<file path="src/rtl/conv_pkg.sv">
// Shared constants for the conv core output path: layer geometry, ofmap
// width, output word addressing and the writeback FSM state encoding.
package conv_pkg;

  localparam int OFM_W         = 25;
  localparam int H_OUT         = 61;
  localparam int W_OUT         = 61;
  localparam int WORDS_PER_ROW = 16;
  localparam int CH_PER_GROUP  = 8;
  localparam int ADDR_W        = 15;

  localparam logic [1:0] ST_IDLE = 2'd0;
  localparam logic [1:0] ST_RUN  = 2'd1;
  localparam logic [1:0] ST_DONE = 2'd2;

endpackage

</file>
<file path="src/rtl/ofm_requant.sv">
// Combinational requantiser: ReLU on the signed conv result, round-half-up
// right shift, then clamp to an unsigned byte.
module ofm_requant
  import conv_pkg::*;
(
  input  logic signed [OFM_W-1:0] ofmap_i,
  input  logic [4:0]              shift_i,
  output logic [7:0]              q_o
);

  // One guard bit above the ofmap width keeps the rounding add from wrapping.
  function automatic logic [OFM_W:0] round_shift(input logic [OFM_W:0] v,
                                                 input logic [4:0]   sh);
    logic [OFM_W:0] bias;
    bias = '0;
    if (sh != 5'd0) begin
      bias = {{OFM_W{1'b0}}, 1'b1} << (sh - 5'd1);
    end
    return (v + bias) >> sh;
  endfunction

  function automatic logic [7:0] sat255(input logic [OFM_W:0] r);
    return (r > (OFM_W+1)'(255)) ? 8'hFF : r[7:0];
  endfunction

  logic [OFM_W:0] relu_v;

  // ReLU, round and saturate in one combinational cone.
  always_comb begin
    relu_v = ofmap_i[OFM_W-1] ? '0 : {1'b0, ofmap_i};
    q_o    = sat255(round_shift(relu_v, shift_i));
  end

endmodule

</file>
<file path="src/rtl/ofm_writeback.sv">
// Output writeback for the conv core: requantises each ofmap result, packs
// four columns per 32-bit word, writes raster-addressed words to the output
// SRAM and flags completion of the layer.
module ofm_writeback
  import conv_pkg::*;
(
  input  logic                    clk,
  input  logic                    rst_n,
  input  logic                    start_conv,
  input  logic [1:0]              cfg_co,
  input  logic [4:0]              shift,
  input  logic                    in_valid,
  input  logic signed [OFM_W-1:0] ofmap,
  output logic                    out_wr_en,
  output logic [ADDR_W-1:0]       out_addr,
  output logic [31:0]             out_wdata,
  output logic [3:0]              out_byte_en,
  output logic                    done,
  output logic                    err_extra
);

  // Valid byte lanes of the short word that closes a row.
  function automatic logic [3:0] lane_mask(input logic [1:0] l);
    logic [3:0] m;
    case (l)
      2'd0:    m = 4'b0001;
      2'd1:    m = 4'b0011;
      2'd2:    m = 4'b0111;
      default: m = 4'b1111;
    endcase
    return m;
  endfunction

  logic                start_q, start_rise;
  logic [1:0]          state_q, state_d;
  logic [1:0]          co_q, co_sel;
  logic                fin_q, fin_d;
  logic [5:0]          col_q, col_d, row_q, row_d, pos_col, pos_row;
  logic [4:0]          ch_q, ch_d, pos_ch, ch_max;
  logic                accept, is_last;
  logic [7:0]          q_s0;

  logic                vld_p1, last_p1;
  logic [7:0]          q_p1;
  logic [5:0]          col_p1, row_p1;
  logic [4:0]          ch_p1;

  logic                wr_fire, word_end;
  logic [1:0]          lane;
  logic [31:0]         word, pack_q, pack_d;
  logic [ADDR_W-1:0]   row_idx, addr_s2;
  logic [3:0]          be_s2;

  logic                out_wr_en_q, err_q, err_d;
  logic [ADDR_W-1:0]   out_addr_q;
  logic [31:0]         out_wdata_q;
  logic [3:0]          out_be_q;

  // ---- stage 0: edge detect, position counters, requant ----
  assign start_rise = start_conv & ~start_q;
  assign co_sel     = start_rise ? cfg_co : co_q;
  assign ch_max     = 5'((32'(co_sel) + 1) * CH_PER_GROUP - 1);
  assign pos_col    = start_rise ? '0 : col_q;
  assign pos_row    = start_rise ? '0 : row_q;
  assign pos_ch     = start_rise ? '0 : ch_q;
  assign accept     = in_valid & (start_rise | ((state_q == ST_RUN) & ~fin_q));
  assign is_last    = (pos_col == 6'(W_OUT-1)) & (pos_row == 6'(H_OUT-1)) & (pos_ch == ch_max);

  ofm_requant u_requant (
    .ofmap_i (ofmap),
    .shift_i (shift),
    .q_o     (q_s0)
  );

  // Raster advance: col fastest, then row, then channel; a new layer restarts at 0.
  always_comb begin
    col_d = pos_col;
    row_d = pos_row;
    ch_d  = pos_ch;
    fin_d = start_rise ? 1'b0 : fin_q;
    if (accept) begin
      fin_d = fin_d | is_last;
      if (pos_col == 6'(W_OUT-1)) begin
        col_d = '0;
        if (pos_row == 6'(H_OUT-1)) begin
          row_d = '0;
          ch_d  = pos_ch + 5'd1;
        end else begin
          row_d = pos_row + 6'd1;
        end
      end else begin
        col_d = pos_col + 6'd1;
      end
    end
  end

  // ---- stage 1: registered byte and its raster position ----
  // Byte and position carry no reset; vld_p1 qualifies them.
  always_ff @(posedge clk) begin
    if (accept) begin
      q_p1    <= q_s0;
      col_p1  <= pos_col;
      row_p1  <= pos_row;
      ch_p1   <= pos_ch;
      last_p1 <= is_last;
    end
  end

  // ---- stage 2: pack into lane, address, FSM ----
  // A restart edge drops any result still in flight from the old layer.
  assign wr_fire  = vld_p1 & ~start_rise;
  assign lane     = col_p1[1:0];
  assign word_end = (lane == 2'd3) | (col_p1 == 6'(W_OUT-1));
  assign row_idx  = ADDR_W'(ch_p1) * ADDR_W'(H_OUT) + ADDR_W'(row_p1);
  assign addr_s2  = row_idx * ADDR_W'(WORDS_PER_ROW) + ADDR_W'(col_p1[5:2]);
  assign be_s2    = (col_p1 == 6'(W_OUT-1)) ? lane_mask(lane) : 4'b1111;

  // Merge the new byte into the partial word; clear after a write or restart.
  always_comb begin
    word            = pack_q;
    word[8*lane +: 8] = q_p1;
    pack_d          = pack_q;
    if (start_rise) begin
      pack_d = '0;
    end else if (wr_fire) begin
      pack_d = word_end ? '0 : word;
    end
  end

  // FSM and sticky error next-state.
  always_comb begin
    state_d = state_q;
    err_d   = err_q;
    if (start_rise) begin
      state_d = ST_RUN;
      err_d   = 1'b0;
    end else begin
      if ((state_q == ST_RUN) && wr_fire && last_p1) begin
        state_d = ST_DONE;
      end
      if ((state_q == ST_DONE) && in_valid) begin
        err_d = 1'b1;
      end
    end
  end

  // Control state, counters, pack buffer and registered SRAM outputs.
  always_ff @(posedge clk or negedge rst_n) begin
    if (!rst_n) begin
      start_q     <= 1'b0;
      state_q     <= ST_IDLE;
      co_q        <= '0;
      fin_q       <= 1'b0;
      col_q       <= '0;
      row_q       <= '0;
      ch_q        <= '0;
      vld_p1      <= 1'b0;
      pack_q      <= '0;
      err_q       <= 1'b0;
      out_wr_en_q <= 1'b0;
      out_addr_q  <= '0;
      out_wdata_q <= '0;
      out_be_q    <= '0;
    end else begin
      start_q     <= start_conv;
      state_q     <= state_d;
      co_q        <= co_sel;
      fin_q       <= fin_d;
      col_q       <= col_d;
      row_q       <= row_d;
      ch_q        <= ch_d;
      vld_p1      <= accept;
      pack_q      <= pack_d;
      err_q       <= err_d;
      out_wr_en_q <= wr_fire & word_end;
      if (wr_fire && word_end) begin
        out_addr_q  <= addr_s2;
        out_wdata_q <= word;
        out_be_q    <= be_s2;
      end
    end
  end

  assign out_wr_en   = out_wr_en_q;
  assign out_addr    = out_addr_q;
  assign out_wdata   = out_wdata_q;
  assign out_byte_en = out_be_q;
  assign done        = (state_q == ST_DONE);
  assign err_extra   = err_q;

endmodule

</file>
<file path="config.mk">
export PLATFORM = sky130hd
export DESIGN_NAME = ofm_writeback
export DESIGN_NICKNAME = d
export VERILOG_FILES = /design/src/rtl/conv_pkg.sv /design/src/rtl/ofm_requant.sv /design/src/rtl/ofm_writeback.sv
export SDC_FILE = /design/constraint.sdc
export NUM_CORES = 1
export LEC_CHECK = 0
export CAP_MARGIN = 10
export CORE_MARGIN = 2
export CORE_UTILIZATION = 59
export DETAILED_ROUTE_END_ITERATION = 10
export PLACE_DENSITY = 0.87
export SKIP_LAST_GASP = 1
export SYNTH_ARGS = -nofsm -noshare
export SYNTH_HDL_FRONTEND = slang
export SYNTH_SLANG_ARGS = --single-unit
</file>
<file path="constraint.sdc">
create_clock -name clk -period 4.5 [get_ports clk]
set_clock_uncertainty 0.2 [all_clocks]
set_input_delay 0.675 -clock clk [delete_from_list [all_inputs] [get_ports clk]]
set_output_delay 0.675 -clock clk [all_outputs]
set_load 0.01 [all_outputs]
</file>
Yosys cells after proc, flatten, opt, wreduce, memory -nomap -nowiden
Cells that the tools add are included.
{"block": "op_classes", "n_reduce_logical": 9, "add_sub_neg": 10, "n_mux": 26, "shifts": 4, "n_eq_ne": 9, "n_mul": 1, "n_bitwise": 13, "magnitude_cmp": 1}
{"operator": "2-to-1 mux 32 bit", "n": 3}
{"operator": "2-to-1 mux 6 bit", "n": 7}
{"operator": "negation 5 -> 34 bit", "n": 1}
{"operator": "variable shift 8 x 34 -> 32 bit, first input constant", "n": 1}
{"operator": "indexed part select 8 x 34 -> 32 bit", "n": 1}
{"operator": "bitwise mux 32 bit", "n": 1}
{"operator": "adder 26 bit", "n": 1}
{"operator": "> comparator 26 x 8 -> 1 bit, second input constant", "n": 1}
{"operator": "2-to-1 mux 26 bit", "n": 1}
{"operator": "<< shifter 1 x 5 -> 26 bit, first input constant", "n": 1}
{"operator": ">> shifter 26 x 5 -> 26 bit", "n": 1}
{"operator": "2-to-1 mux 24 bit", "n": 1}
{"operator": "2-to-1 mux 5 bit", "n": 4}
{"operator": "equality test 6 bit, second input constant", "n": 3}
{"operator": "adder 15 x 4 -> 15 bit", "n": 1}
{"operator": "adder 6 x 1 -> 6 bit, second input constant", "n": 2}
{"operator": "one-hot mux 4 bit (3 select lines)", "n": 1}
{"operator": "adder 11 x 6 -> 11 bit", "n": 1}
{"operator": "multiplier 5 x 6 -> 11 bit, second input constant", "n": 1}
{"operator": "subtractor 5 x 1 -> 5 bit, second input constant", "n": 2}
{"operator": "bitwise AND 1 bit", "n": 7}
{"operator": "equality test 2 bit, second input constant", "n": 3}
{"operator": "2-to-1 mux 2 bit", "n": 3}
{"operator": "nonzero test 2 bit", "n": 3}
{"operator": "other kinds (11)", "n": 22}
{"block": "totals", "in_bits": 36, "out_inout_bits": 54, "wordCells": 92, "ff_bits": 135}

Depth between registers and ports, before layout
{"block": "logic_depth", "ltp_word": 9, "depth_mapped": 19, "ltp_nobuf": 16}

Hierarchy
From an unflattened synthesis, not the netlist that was laid out.
{"block": "unflattened", "hier_cells": 1098, "hier_area_um2": 9805.7}
{"mod": "ofm_writeback", "cells_per_inst": 580, "instances": 1, "area_each_um2": 6502.5, "seq_area_each_um2": 3508.4}
{"mod": "ofm_requant", "cells_per_inst": 518, "instances": 1, "area_each_um2": 3303.2, "seq_area_each_um2": 0.0}

Worst setup path before layout
No wires, ideal clock.
{"block": "synth_timing", "path_type": "input -> register", "from": "input shift[0]", "to": "register q_p1[7] (data pin)", "setup_time_ns": 0.266, "path_buffers": 3, "arrival_time_ns": 4.493, "t_required_ns": 4.034, "path_stages": 18, "path_slack_ns": -0.459, "path_cell_list": "clkbuf_8 -> inv_1 -> clkbuf_8 -> nand2_1 -> clkbuf_1 -> nor3_1 -> ha_1 -> a21o_1 -> a21oi_4 -> a211oi_4 -> or3_4 -> and2_0 -> mux4_2 -> or3_1 -> a221o_1 -> a31oi_1 -> o2111a_2 -> o221ai_2"}
{"block": "synth_between", "elab_chain_len": 6, "elab_cells_between_ends": 7, "classes_between": "add/sub (2); order compare (1); shift (2); mux (1); reduce/logical (1)"}
{"item": "from (decl)", "line": "ofm_writeback.sv:11", "rtl": "input logic [4:0] shift,"}
{"item": "subtractor 5 x 1 -> 5 bit", "line": "ofm_requant.sv:17", "rtl": "bias = {{OFM_W{1'b0}}, 1'b1} << (sh - 5'd1);"}
{"item": "<< shifter 1 x 5 -> 26 bit", "line": "ofm_requant.sv:17"}
{"item": "2-to-1 mux 26 bit", "line": "ofm_requant.sv:16", "rtl": "if (sh != 5'd0) begin"}
{"item": "adder 26 bit", "line": "ofm_requant.sv:19", "rtl": "return (v + bias) >> sh;"}
{"item": ">> shifter 26 x 5 -> 26 bit (*)", "line": "ofm_requant.sv:19"}
{"item": "> comparator 26 x 8 -> 1 bit", "line": "ofm_requant.sv:23", "rtl": "return (r > (OFM_W+1)'(255)) ? 8'hFF : r[7:0];"}
{"item": "to (signal assigned)", "line": "ofm_writeback.sv:101", "rtl": "q_p1 <= q_s0;"}
{"item": "to (decl)", "line": "ofm_writeback.sv:44", "rtl": "logic [7:0] q_p1;"}
Mark *: on every way between the ends. The rest lies on a longest branch, timed or not.
A chain may end at the register's enable or synchronous reset.

Final worst setup path
{"block": "layout_timing", "from": "input shift[2]", "to": "register q_p1[1] (data pin)"}
The elaborated chain is that of the path after synthesis.

==> results.toml <==
[power]
finalPower_mw = 4.74
share_seq_of_total_power_pct = 34.1
irDropWorstVdd_v = 0.000387
power.clock.fraction_pct = 29.9
switching_share_pct = 35.5
power_density_nw_per_um2 = 364
power.share.combinational_pct = 36.0
net-switching-power_mw = 1.68
leak_nw = 5.89
p_int_mw = 3.06

[floorplan]
placementRows = 46
initial_cell_density_of_the_core_pct = 60.5
floorplan.die.height_um = 132
dieArea_um2 = 17400
fp.coreArea_um2 = 15900
io_pins = 90
die_w_um = 132

[timing]
fin_setup_tns_ns = 0
min_period_over_period_pct = 99.6
finalHoldViolCount = 0
fmax_ghz = 0.223
slew_headroom_pct = 25.8
slew_viol_final = 0
final_period_minus_worst_setup_slack_ns = 4.48
worst_hold_slack_ns = 0.0634
finalSetupViolations = 0
max_slew.worst_pin.slew_ns = 1.11

[drt]
drt-met1-wl_um = 12500
highest_layer = "met4"
route.final.wire_length_um = 32400
dr_total_vias = 9999
drt-vias-per-instance = 6.44
ant_nets = 0
route.detailed.drc = 0
wl_met2_um = 15400
detailedRoute.firstPassIterationCount = 6
avgRoutedWirePerCell_um = 20.9
routed-wl-met3_um = 2840
drt_first_iter_violations = 1122

[job]
drv.max_cap_violation_count = 0

[synthesis]
netlist_area_um2 = 9650
synth_area_per_cell_um2 = 8.94
yosys_most_used_dff = "dfrtp_1"
yosys.cell_types.count = 85
synth.net_count = 1188
synthesis.instances = 1079
share_of_the_yosys_chip_area_belonging_to_registers_pct = 36.4
yosys_register_bits = 135
post_synth_edffs = 26
synth_async_sr_flop_share_pct = 80.7
synth_warnings = 0

[final_layout]
finalCoreUtilization_pct = 81.7
diodes = 0
finish.instance_area_um2 = 13000
multiInputGateArea_um2 = 6090
finish.net_count = 1432
seqCellArea_um2 = 3510
nFillCells = 864
fraction_of_final_layout_cells_sized_beyond_drive_strength_1_pct = 25.4
synthToLayoutAreaGrowth_pct = 35.0
layout_common_cells = "188 x buf_4, 146 x nand2_1, 109 x dfrtp_1, 82 x clkdlybuf4s50_1, 67 x o21ai_0"
mostFrequentLayoutCell = "buf_4"

[clock_tree]
clk_path_buf_depth = 2
cts_sinks = 135
cts_root_buf = "clkbuf_16"
clock_transition_time_at_the_flip_flop_clock_pins_of_the_worst_setup_and_hold_paths_ns = 0.06
clk-insertion-delay-late_ns = 0.44
htree_num_levels = 4
cts_tree = "yes"
ctsHoldBuffers = 0
cts_made_buffers = 17

[worst_setup_path]
cp-end-kind = "flip-flop"
rr_endpoint = "out_addr[14]"
worst_ep_arrival_time_ns = 4.45
setup_cp_type = "in -> reg"
worst_reg2reg_path_depth = 14
regToRegSetupSlack_ns = 0.28
crit_start = "shift[2]"
timing.critical_path.required_ns = 4.47
critical_path_peak_fanout = 8
critical_path.reg2reg.startpoint = "ch_p1[0]"
timing.critical_path.from_type = "input pin"

[global_routing]
first_pass_grt_wire_length_um = 49600
maximum_number_of_pins_on_one_net_before_global_route_repair = 89
grt_pass1_vias = 9635
antenna_found_initial = 0
grt_usage_pct = 35.7
remaining_global_route_overflow = 0

[placement]
cell_area_reported_after_detailed_placement_um2 = 11900
numPortBuffers = 89
gp_routability_congestion = 0.996
dp_hpwl_um = 21200

[worst_hold_path]
worst_hold_path_type = "in -> async"

[run_status]
outcome = "finished clean"
layout make-up:
class,count,share of cell area (%)
timing repair buffer,287,18.4
sequential,135,26.9
multi-input combinational,839,46.7
clock buffer,18,3.29
inverter,43,1.32
clock inverter,14,1.24
tap,216,2.07
power groups by stage:
stage               registers, mW  logic, mW  clock network, mW
floorplan                    1.62      0.861                  0
global placement             1.60       1.45                  0
detailed placement           1.62       1.54                  0
CTS                          1.61       1.64               1.41
global route                 1.63       1.82               1.48
finish                       1.61       1.71               1.42
stage by stage:
stage               setup WS, ns  instances
floorplan                 -0.150       1079
global placement          -0.602       1500
detailed placement        -0.716       1500
CTS                      0.00123       1541
global route              -0.130       1552
finish                    0.0175       1552
timing repair:
action | CTS | global route
gates resized for setup | 41 | 70
setup buffers | 10 | 11
setup endpoints to repair | 8 | 8
gates cloned | 0 | 0
endpoints found under the hold margin | 0 | 0
pin swaps | 27 | 39
worst max-delay path, stage by stage:
cell and delay, ns:
clkbuf_2 0.16, clkinv_2 0.12, nand2_2 0.11, buf_4 0.14
nor3_4 0.05, buf_4 0.14, fa_2 0.37, a211oi_2 0.37
o211ai_1 0.21, a31oi_4 0.22, buf_4 0.15, buf_4 0.13
o31ai_4 0.07, xor2_2 0.20, buf_4 0.17, o221a_2 0.27
o211ai_1 0.08, buf_4 0.17, nand4b_1 0.12, nand3_1 0.12
o2111a_2 0.31, o211ai_2 0.11
routing by layer:
layer,track usage (%),up-vias
li1,-,4374
met1,46.4,4801
met4,14.6,0
met3,6.77,163
met5,0,-
met2,59.1,661
cells by family after synthesis:
| family | after synthesis | synth area share, % |
|---|---|---|
| adders and majority gates | 74 | 10.6 |
| AOI/OAI and AO/OA | 314 | 22.0 |
| xor gates and xnor gates | 32 | 2.90 |
| muxes | 26 | 3.13 |
| buffers and inverters | 105 | 5.06 |
| and+or+nand+nor | 393 | 19.9 |
| DFF | 135 | 36.4 |
synth_stat cells, types with 4 or more instances:
| master | n | share of area, % |
|---|---|---|
| xor2_1 | 11 | 1.0 |
| fa_1 | 13 | 2.7 |
| edfxtp_1 | 26 | 8.1 |
| ha_1 | 60 | 7.8 |
| o21ai_0 | 71 | 3.7 |
| buf_1 | 9 | 0.35 |
| nand3_1 | 22 | 1.1 |
| nor2b_1 | 67 | 4.3 |
| o21ai_1 | 4 | 0.21 |
| o21a_1 | 7 | 0.54 |
| o31ai_1 | 5 | 0.39 |
| clkbuf_1 | 41 | 1.6 |
| a21oi_1 | 77 | 4.0 |
| a22oi_1 | 7 | 0.54 |
| nand4_1 | 12 | 0.78 |
| and2_1 | 18 | 1.2 |
| a31oi_1 | 9 | 0.58 |
| nand2b_1 | 4 | 0.26 |
| o21bai_1 | 4 | 0.31 |
| o221ai_1 | 5 | 0.45 |
| nand2_1 | 158 | 6.1 |
| a21o_1 | 11 | 0.86 |
| o22ai_1 | 14 | 0.91 |
| a22o_1 | 32 | 2.9 |
| and3_1 | 4 | 0.26 |
| nor3_1 | 28 | 1.5 |
| nor2_1 | 52 | 2.0 |
| mux2i_1 | 20 | 2.1 |
| or3_1 | 7 | 0.45 |
| o211ai_1 | 12 | 0.93 |
| xnor2_1 | 21 | 1.9 |
| or2_2 | 4 | 0.26 |
| inv_1 | 40 | 1.6 |
| dfrtp_1 | 109 | 28 |
| a211oi_1 | 12 | 0.93 |
| clkbuf_8 | 8 | 1.1 |
worst max path at each step:
| stage | slack, ns | endpoint | cells past startpoint |
|---|---|---|---|
| 5_1_grt | -0.13 | q_p1[7] | 22 |
| 2_1_floorplan | -0.15 | q_p1[7] | 18 |
| 6_report | 0.02 | q_p1[1] | 22 |
| 3_3_place_gp | -0.60 | q_p1[7] | 18 |
| 4_1_cts | 0.001 | q_p1[1] | 18 |
| 3_5_place_dp | -0.72 | q_p1[7] | 17 |
registers in the layout, summed over array words and instances, names as in the netlist:
| signal | count |
|---|---|
| co_q | 2 |
| col_q | 6 |
| ch_q | 5 |
| q_p1 | 8 |
| state_q | 2 |
| out_wdata | 32 |
| vld_p1 | 1 |
| ch_p1 | 5 |
| pack_q | 32 |
| out_byte_en | 4 |
| last_p1 | 1 |
| row_q | 6 |
| start_q | 1 |
| out_wr_en | 1 |
| fin_q | 1 |
| row_p1 | 6 |
| out_addr | 15 |
| err_extra | 1 |
| col_p1 | 6 |
Note: power is estimated with default switching activity, not from simulation.
